$ cat config.mk
export PLATFORM = sky130hd
export DESIGN_NAME = hex_keypad_scanner
export DESIGN_NICKNAME = d
export VERILOG_FILES = /design/src/rtl/hex_keypad_scanner_pkg.sv /design/src/rtl/hex_key_encoder.sv /design/src/rtl/hex_keypad_scanner.sv
export SDC_FILE = /design/constraint.sdc
export NUM_CORES = 1
export LEC_CHECK = 0
export CAP_MARGIN = 0
export CELL_PAD_IN_SITES_DETAIL_PLACEMENT = 1
export CELL_PAD_IN_SITES_GLOBAL_PLACEMENT = 2
export CORE_UTILIZATION = 18
export CTS_CLUSTER_SIZE = 8
export DETAILED_ROUTE_END_ITERATION = 7
export PLACE_DENSITY_LB_ADDON = 0.15
export SLEW_MARGIN = 20
export SYNTH_ARGS = -nofsm -noshare
export SYNTH_HDL_FRONTEND = slang
export SYNTH_SLANG_ARGS = --single-unit
$ cat constraint.sdc
create_clock -name clk -period 1.45 [get_ports clk]
set_input_delay 0.29 -clock clk [delete_from_list [all_inputs] [get_ports clk]]
set_output_delay 0.29 -clock clk [all_outputs]
set_load 0.005 [all_outputs]
$ cat src/rtl/hex_keypad_scanner_pkg.sv
// Shared types and constants for the 4x4 hex keypad scanner.
package hex_keypad_scanner_pkg;

  localparam int unsigned MAT_N  = 4;  // rows and columns in the matrix
  localparam int unsigned IDX_W  = 2;  // width of a row or column index
  localparam int unsigned CODE_W = 4;  // key code width

  // Scanner states: idle, four column strobes, key held
  typedef enum logic [2:0] {
    S_0 = 3'd0,
    S_1 = 3'd1,
    S_2 = 3'd2,
    S_3 = 3'd3,
    S_4 = 3'd4,
    S_5 = 3'd5
  } state_t;

  // Column drive patterns
  localparam logic [MAT_N-1:0] COL_ALL = 4'b1111;
  localparam logic [MAT_N-1:0] COL_0   = 4'b0001;
  localparam logic [MAT_N-1:0] COL_1   = 4'b0010;
  localparam logic [MAT_N-1:0] COL_2   = 4'b0100;
  localparam logic [MAT_N-1:0] COL_3   = 4'b1000;

endpackage

$ cat src/rtl/hex_key_encoder.sv
// Maps the sampled row lines and the one-hot column drive to a key code.
// Multi-row presses resolve to the lowest active row.
module hex_key_encoder
  import hex_keypad_scanner_pkg::*;
(
  input  logic [MAT_N-1:0]  row,
  input  logic [MAT_N-1:0]  col,
  output logic [CODE_W-1:0] code
);

  logic [IDX_W-1:0] row_idx;
  logic [IDX_W-1:0] col_idx;

  // Lowest-set-bit priority on row; scan from the top so lower rows win
  always_comb begin
    row_idx = '0;
    for (int i = MAT_N - 1; i >= 0; i--) begin
      if (row[i]) row_idx = IDX_W'(i);
    end
  end

  // One-hot column to index; non one-hot drive yields zero
  always_comb begin
    col_idx = '0;
    case (col)
      COL_0:   col_idx = 2'd0;
      COL_1:   col_idx = 2'd1;
      COL_2:   col_idx = 2'd2;
      COL_3:   col_idx = 2'd3;
      default: col_idx = '0;
    endcase
  end

  assign code = {row_idx, col_idx};

endmodule

$ cat src/rtl/hex_keypad_scanner.sv
// Column-scanning controller for a 4x4 hex keypad: strobes columns one at a
// time once any row is active and reports the identified key for one cycle.
module hex_keypad_scanner
  import hex_keypad_scanner_pkg::*;
(
  input  logic              clk,
  input  logic              rst,
  input  logic [MAT_N-1:0]  row,
  input  logic              s_row,
  output logic              valid,
  output logic [CODE_W-1:0] code,
  output logic [MAT_N-1:0]  col
);

  state_t            state_q;
  state_t            state_d;
  logic [CODE_W-1:0] enc_code;

  // State register
  always_ff @(posedge clk or posedge rst) begin
    if (rst) state_q <= S_0;
    else     state_q <= state_d;
  end

  // Next state, column drive and detection strobe
  always_comb begin
    state_d = S_0;
    col     = COL_ALL;
    valid   = 1'b0;
    case (state_q)
      S_0: state_d = s_row ? S_1 : S_0;
      S_1: begin
        col     = COL_0;
        valid   = |row;
        state_d = (|row) ? S_5 : S_2;
      end
      S_2: begin
        col     = COL_1;
        valid   = |row;
        state_d = (|row) ? S_5 : S_3;
      end
      S_3: begin
        col     = COL_2;
        valid   = |row;
        state_d = (|row) ? S_5 : S_4;
      end
      S_4: begin
        col     = COL_3;
        valid   = |row;
        state_d = (|row) ? S_5 : S_0;
      end
      S_5: state_d = s_row ? S_5 : S_0;
      default: state_d = S_0;
    endcase
  end

  hex_key_encoder u_enc (
    .row  (row),
    .col  (col),
    .code (enc_code)
  );

  // Code is only meaningful while a key is being detected
  assign code = valid ? enc_code : '0;

endmodule

==> impl_summary.log, run 1 <==
INFO  metric crit_path_end_kind = output port
INFO  metric critical-path-top-delay-family = flip-flops
INFO  metric die_h = roughly 44 µm
INFO  metric final_common_cell = sky130_fd_sc_hd__buf_6
INFO  metric dpl_cell_area = about 550 µm²
INFO  metric finalWeightedCongestion = just over 0.7
INFO  metric grt_pass1_wl = approximately 2 mm
INFO  metric yosys-top-cells-area = sky130_fd_sc_hd__dfrtp_1, sky130_fd_sc_hd__nor3_1, sky130_fd_sc_hd__nor2_1
INFO  metric clock_power_share = a little under an eighth
INFO  metric power.total = ~1300 µW
INFO  metric floorplan.die.width = about 44 µm
INFO  metric largest_register_ffs = 3
INFO  metric worst_setup_path_startpoint = state_q[2]$_DFF_PP0_
INFO  metric criticalPathCategory = reg2out
INFO  metric critical_register_to_register_path_startpoint = state_q[2]$_DFF_PP0_
INFO  metric layout_min_cycle_time = between 1500 and 2000 ps
INFO  metric hold_ws = around 220 ps
INFO  metric hold_viol = 0
INFO  metric synth_top_area_share = approximately a quarter
INFO  metric syn_avg_cell_area = between 7 and 8 µm²
INFO  metric synth_warnings = 0
INFO  metric power_report.internal_total = about 770 µW
INFO  metric worst_path_largest_cell_delay = 420 ps
INFO  metric route.final.wire_length = between 1 and 1.5 mm
INFO  metric clockRootBuffer = sky130_fd_sc_hd__clkbuf_4
INFO  metric cts_tree = done
INFO  metric number_of_synthesized_register_bits = 3
INFO  metric worstPathBufferInverterCount = 2
INFO  metric routed-via-count = 421
INFO  metric post_drt_via_cell_ratio = 4.68
INFO  metric nets = 82
INFO  metric drtAntennaViolNets = 0
INFO  metric outcome = finished, violations left
INFO  metric clock_pin_slew_reported_for_the_worst_setup_and_hold_paths_after_clock_tree_synthesis = about 40 ps
INFO  metric synthDominantAreaCellType = sky130_fd_sc_hd__dfrtp_1
INFO  metric crit_path_cells = buf_6 -> xor2_4 -> nor3_2 -> buf_2
INFO  metric achievable-frequency = a little over 600 MHz
INFO  metric cp_max_fo = 3
INFO  metric pwr-share-comb = about three quarters
INFO  metric postSynthCellCount = 43
INFO  metric setup_viol = 9
INFO  metric antenna_found_initial = 0
INFO  metric area_delta_synth_final = 116%
INFO  metric die-area = about 0.0019 mm²
INFO  metric rsz0062_at_grt = true
INFO  metric critical-path-slowest-cell = sky130_fd_sc_hd__dfrtp_2
INFO  metric biggestRegsByFlops = state_q: 3 flops
INFO  metric drcViolationCount = 0
INFO  metric synth_cell_types = 24
INFO  metric critical_path_cell_count = 4
INFO  metric place.detailed.hpwl = approximately 900 µm
INFO  metric synthesis.area = approximately 320 µm²
INFO  metric min_delay_path_class = in2async
INFO  metric cts_sinks = 3
INFO  metric max_flop_register = state_q
INFO  metric overflow = 0
INFO  metric slew_headroom = a little under nine tenths
INFO  metric report.final.slew_viol_count = 0
INFO  metric std_cell_rows = 14
INFO  metric fin_crit_sh = 112%
INFO  metric worstPathRequired = 1160 ps
INFO  metric finClkSkew = about 1.5 ps
INFO  metric layout.cell_area.non_filler = around 690 µm²
INFO  metric port-buffer-count = 15
INFO  metric crit-reg2reg-capture = state_q[0]$_DFF_PP0_
INFO  metric num_io_pins = 16
INFO  metric postSynthNetCount = 50
INFO  metric r2r_setup_slack = 160 ps
INFO  metric seq_power_share = between 10% and 20%
INFO  metric dr.pass1.iters = 3
INFO  metric number_of_hold_buffers_added_after_cts = 0
INFO  metric mostFrequentLayoutCells = sky130_fd_sc_hd__buf_6, sky130_fd_sc_hd__buf_4, sky130_fd_sc_hd__buf_2
INFO  metric layout-drive-gt1-share = between 50% and 60%
INFO  metric worst-r2r-cell-count = 5
INFO  metric cellLeakagePower = 0.000300 µW
INFO  metric n_diodes = 0
INFO  metric cp_data_arrival_time = roughly 1300 ps
INFO  metric power_density = 1900 mW/mm²
INFO  metric first_global_vias = between 400 and 500
INFO  metric worst_setup_path_start_kind = flip-flop
INFO  metric grt_start_max_net_pins = 9
INFO  metric cts_max_level = 1
INFO  metric power_switching = approximately 540 µW
INFO  metric floorplan.core_area = about 0.0016 mm²
INFO  metric wl_per_cell = 14.3 µm
INFO  metric peakVddDrop = about 0.72 mV
INFO  metric seq_area_frac_synth = a little under a quarter
INFO  metric start_util = around 20%
INFO  metric power.share.switching = between 40% and 50%
INFO  metric worst_pin_slew = between 200 and 250 ps
INFO  metric clock_latency = 240 ps
INFO  metric setup_slack = -171 ps
INFO  metric max-clock-path-buffers = 2
INFO  metric drv.max_cap_violation_count = 0
INFO  metric first_iter_violations = 3
INFO  metric global_route.usage.total = around 15%
INFO  metric cts_made_buffers = 3
INFO  metric cp-endpoint = code[2]
INFO  metric violations = setup timing
==> power by group through the flow <==
| stage | Clock, µW | Combinational, µW | Sequential, µW |
|---|---|---|---|
| floorplan | 0 | 375 | 123 |
| global route | 165 | 1080 | 164 |
| finish | 155 | 985 | 162 |
| detailed placement | 0 | 811 | 170 |
| CTS | 162 | 946 | 158 |
| global placement | 0 | 772 | 167 |
==> worst register-to-register path, delay by kind of cell (launching register included) <==
family          cells  cell delay (ps)
compound gates      2              330
buf+inv             3              410
flops               1              420
==> final cells by class <==
| cell class | instances | area [µm²] |
|---|---|---|
| fill | 191 | 891 |
| multi-input combinational | 34 | 294 |
| timing repair buffer | 31 | 259 |
| sequential | 3 | 78.8 |
| clock buffer | 4 | 26.3 |
| tap | 16 | 20.0 |
| inverter | 2 | 7.51 |
==> repair_timing <==
action                     4_1_cts  5_1_grt
gates resized for setup         52       16
pin swaps                        8        8
setup endpoints to repair       12       11
buffers inserted                 7        0
==> worst min-delay path by stage <==
stage	from	end	slack (ps)	cells after the start
after floorplan	rst	state_q[0]$_DFF_PP0_	40	1
after global placement	rst	state_q[1]$_DFF_PP0_	460	2
after detailed placement	rst	state_q[2]$_DFF_PP0_	470	2
after CTS	rst	state_q[2]$_DFF_PP0_	220	2
after global routing	rst	state_q[2]$_DFF_PP0_	230	2
final	rst	state_q[1]$_DFF_PP0_	220	2
==> metrics by stage <==
| step | utilization [%] | setup TNS [ps] | setup slack (ps) | cells |
|---|---|---|---|---|
| final | 43.5 | -783 | -171 | 90 |
| after global routing | 43.5 | -1220 | -207 | 90 |
| after CTS | 41.6 | -1440 | -256 | 91 |
| after detailed placement | 35.0 | -4700 | -552 | 81 |
| after global placement | 35.0 | -4230 | -542 | 81 |
| after floorplan | - | 0 | 174 | 43 |
==> logic make-up (layout without fill, tap and decap cells) <==
family	count (synthesis)	after routing	synth area share, %
AND/OR/NAND/NOR	18	18	30.7
buffers and inverters	6	37	8.27
AO/OA/AOI/OAI	11	11	23.2
multiplexers	1	1	3.15
flip-flops	3	3	23.6
XOR/XNOR	4	4	11.0
==> synth_stat cells (all sizes together) <==
master   count
nor2b        2
nor2         5
or2          1
o31ai        1
dfrtp        3
or4          1
xor2         2
nand2b       1
a21oi        3
mux2i        1
buf          2
a22oi        1
nor3         4
xnor2        2
clkbuf       2
nand2        1
o2111ai      1
and2         1
inv          2
o21a         1
a211oi       1
nor4         2
o21ai        3
==> layer usage <==
| layer | vias to the layer above | routed length (µm) | GRT usage (%) |
|---|---|---|---|
| met5 | - | 0 | 0 |
| met4 | 0 | 23 | 10.9 |
| met3 | 3 | 28 | 2.45 |
| met2 | 7 | 740 | 28.2 |
| met1 | 200 | 496 | 15.0 |
| li1 | 211 | - | - |
Note: power is estimated with default switching activity, not from simulation.
==> run 2, diff against run 1 <==
--- a/config.mk
+++ b/config.mk
@@ -9,9 +9,9 @@
 export CELL_PAD_IN_SITES_DETAIL_PLACEMENT = 1
 export CELL_PAD_IN_SITES_GLOBAL_PLACEMENT = 2
 export CORE_UTILIZATION = 18
-export CTS_CLUSTER_SIZE = 8
 export DETAILED_ROUTE_END_ITERATION = 7
 export PLACE_DENSITY_LB_ADDON = 0.15
+export SKIP_LAST_GASP = 1
 export SLEW_MARGIN = 20
 export SYNTH_ARGS = -nofsm -noshare
 export SYNTH_HDL_FRONTEND = slang
==> impl_summary.log, run 2 (synthesis results as in run 1) <==
INFO  metric overflow = 0 (unchanged)
INFO  metric drtAntennaViolNets = 0 (unchanged)
INFO  metric max_flop_register = state_q
INFO  metric achievable-frequency = 612 MHz (-0.79%)
INFO  metric place.detailed.hpwl = 915 µm (unchanged)
INFO  metric worstPathRequired = 1160 ps (about the same)
INFO  metric first_global_vias = 475 (-1.9%)
INFO  metric rsz0062_at_grt = true
INFO  metric post_place_cells = 81 (unchanged)
INFO  metric worst_pin_slew = 213 ps (-3.68 ps)
INFO  metric max-clock-path-buffers = 2 (unchanged)
INFO  metric cts_made_buffers = 3 (unchanged)
INFO  metric criticalPathCategory = reg2out
INFO  metric setup_slack = -184 ps (-12.8 ps)
INFO  metric biggestRegsByFlops = state_q: 3 flops
INFO  metric floorplan.die.width = 44.0 µm (unchanged)
INFO  metric preCtsSetupSlack = -552 ps (unchanged)
INFO  metric instances_no_fill = 90 (unchanged)
INFO  metric cts_sinks = 3 (unchanged)
INFO  metric wl_per_cell = 14.3 µm (-0.39%)
INFO  metric drcViolationCount = 0 (unchanged)
INFO  metric mostFrequentLayoutCells = sky130_fd_sc_hd__buf_6, sky130_fd_sc_hd__buf_4, sky130_fd_sc_hd__buf_2
INFO  metric finClkSkew = 2.30 ps (+0.767 ps)
INFO  metric crit_path_end_kind = output port
INFO  metric die_h = 44.0 µm (unchanged)
INFO  metric start_util = 20.2% (unchanged)
INFO  metric fillerInstances = 195 (+2.1%)
INFO  metric finalWeightedCongestion = 0.712 (unchanged)
INFO  metric clock_latency = 240 ps (about the same)
INFO  metric peakVddDrop = 0.814 mV (+13%)
INFO  metric report.final.slew_viol_count = 0 (unchanged)
INFO  metric number_of_hold_buffers_added_after_cts = 0 (unchanged)
INFO  metric post_drt_via_cell_ratio = 4.73 (+1.2%)
INFO  metric clock_pin_slew_reported_for_the_worst_setup_and_hold_paths_after_clock_tree_synthesis = 40 ps (about the same)
INFO  metric global_route.usage.total = 14.9% (-0.25 points)
INFO  metric route.final.wire_length = 1.28 mm (-0.39%)
INFO  metric cellLeakagePower = 0.000301 µW (+0.53%)
INFO  metric first_iter_violations = 4 (+1)
INFO  metric layout.core_utilization = 43.5% (unchanged)
INFO  metric min_delay_path_class = in2async
INFO  metric final_common_cell = sky130_fd_sc_hd__buf_6
INFO  metric cp_data_arrival_time = 1340 ps (about the same)
INFO  metric worst_setup_path_start_kind = flip-flop
INFO  metric num_io_pins = 16 (unchanged)
INFO  metric dr.pass1.iters = 3 (unchanged)
INFO  metric layout-drive-gt1-share = 59.5% (unchanged)
INFO  metric grt_pass1_wl = 2.01 mm (-1.4%)
INFO  metric grt_start_max_net_pins = 9 (unchanged)
INFO  metric power_density = 1900 mW/mm² (-0.13%)
INFO  metric multiInputGateArea = 294 µm² (unchanged)
INFO  metric antenna_found_initial = 0 (unchanged)
INFO  metric hold_viol = 0 (unchanged)
INFO  metric outcome = finished, violations left
INFO  metric slew_headroom = 85.7% (+0.25 points)
INFO  metric violations = setup timing
INFO  metric routed-via-count = 426 (+1.2%)
INFO  metric area_delta_synth_final = 116% (unchanged)
INFO  metric setup_viol = 9 (unchanged)
INFO  metric std_cell_rows = 14 (unchanged)
INFO  metric layout_min_cycle_time = 1630 ps (+12.8 ps)
INFO  metric die-area = 0.00194 mm² (unchanged)
INFO  metric cts_max_level = 1 (unchanged)
INFO  metric nets = 82 (unchanged)
INFO  metric cts_tree = done
INFO  metric clockRootBuffer = sky130_fd_sc_hd__clkbuf_4
INFO  metric largest_register_ffs = 3 (unchanged)
INFO  metric cp_max_fo = 3 (unchanged)
INFO  metric port-buffer-count = 15 (unchanged)
INFO  metric drv.max_cap_violation_count = 0 (unchanged)
INFO  metric seqCellArea = 78.8 µm² (unchanged)
INFO  metric fin_crit_sh = 113% (+0.89 points)
INFO  metric floorplan.core_area = 0.00158 mm² (unchanged)
INFO  metric n_diodes = 0 (unchanged)
-- run 2: cell counts in the layout (fill, tap and decap cells not counted) --
Identical to the previous run, type by type.
-- run 2: through the flow --
stage | power [µW] | hold slack [ps] | TNS (ps) | instance area (µm²)
floorplan | 498 | 43.6 | 0 | 318
global placement | 939 | 464 | -4230 | 552
detailed placement | 981 | 471 | -4700 | 552
CTS | 1260 | 218 | -1470 | 652
global route | 1400 | 227 | -1380 | 686
finish | 1300 | 214 | -967 | 686
-- run 2: worst max-delay path, stage by stage, from the launching register on --
cell	delay, ps
sky130_fd_sc_hd__dfrtp_2	440
sky130_fd_sc_hd__nor2_4	210
sky130_fd_sc_hd__xor2_4	120
sky130_fd_sc_hd__nor3_2	190
sky130_fd_sc_hd__buf_2	140
-- run 2: path summary, 6_finish.rpt --
| path | slack [ps] | cells after the start | start | endpoint |
|---|---|---|---|---|
| max in group asynchronous | 1090 | 2 | rst | state_q[0]$_DFF_PP0_ |
| hold / removal | 210 | 2 | rst | state_q[1]$_DFF_PP0_ |
| hold reg to reg | 810 | 3 | state_q[1]$_DFF_PP0_ | state_q[1]$_DFF_PP0_ |
| setup / recovery | -180 | 4 | state_q[1]$_DFF_PP0_ | code[2] |
| min in group clk | 590 | 3 | row[3] | state_q[1]$_DFF_PP0_ |
| setup reg to reg | 160 | 5 | state_q[0]$_DFF_PP0_ | state_q[2]$_DFF_PP0_ |
-- run 2: final cells by class --
type / count / share of cell area, %
clock buffers: 4 / 3.83
inverters: 2 / 1.09
multi-input cells: 34 / 42.9
flip-flops and latches: 3 / 11.5
well taps: 16 / 2.92
repair buffers: 31 / 37.8
-- run 2: timing repair --
| item | in CTS | in global routing |
|---|---|---|
| pin swaps | 8 | 8 |
| gates resized for setup | 51 | 17 |
| setup buffers | 7 | 1 |
| endpoints found under the setup margin | 12 | 11 |
-- run 2: per-layer routing --
layer | vias up | track usage, % | part of all wire [%]
met5 | - | 0 | 0
met4 | 0 | 10.9 | 1.8
met3 | 3 | 2.45 | 2.2
met2 | 7 | 27.4 | 60
met1 | 205 | 15.0 | 36
li1 | 211 | - | -
-- run 2: report_power, final --
group	total (µW)	internal (µW)	switching, µW
Sequential	160	118	41.9
Combinational	984	543	441
Clock	156	104	52.4
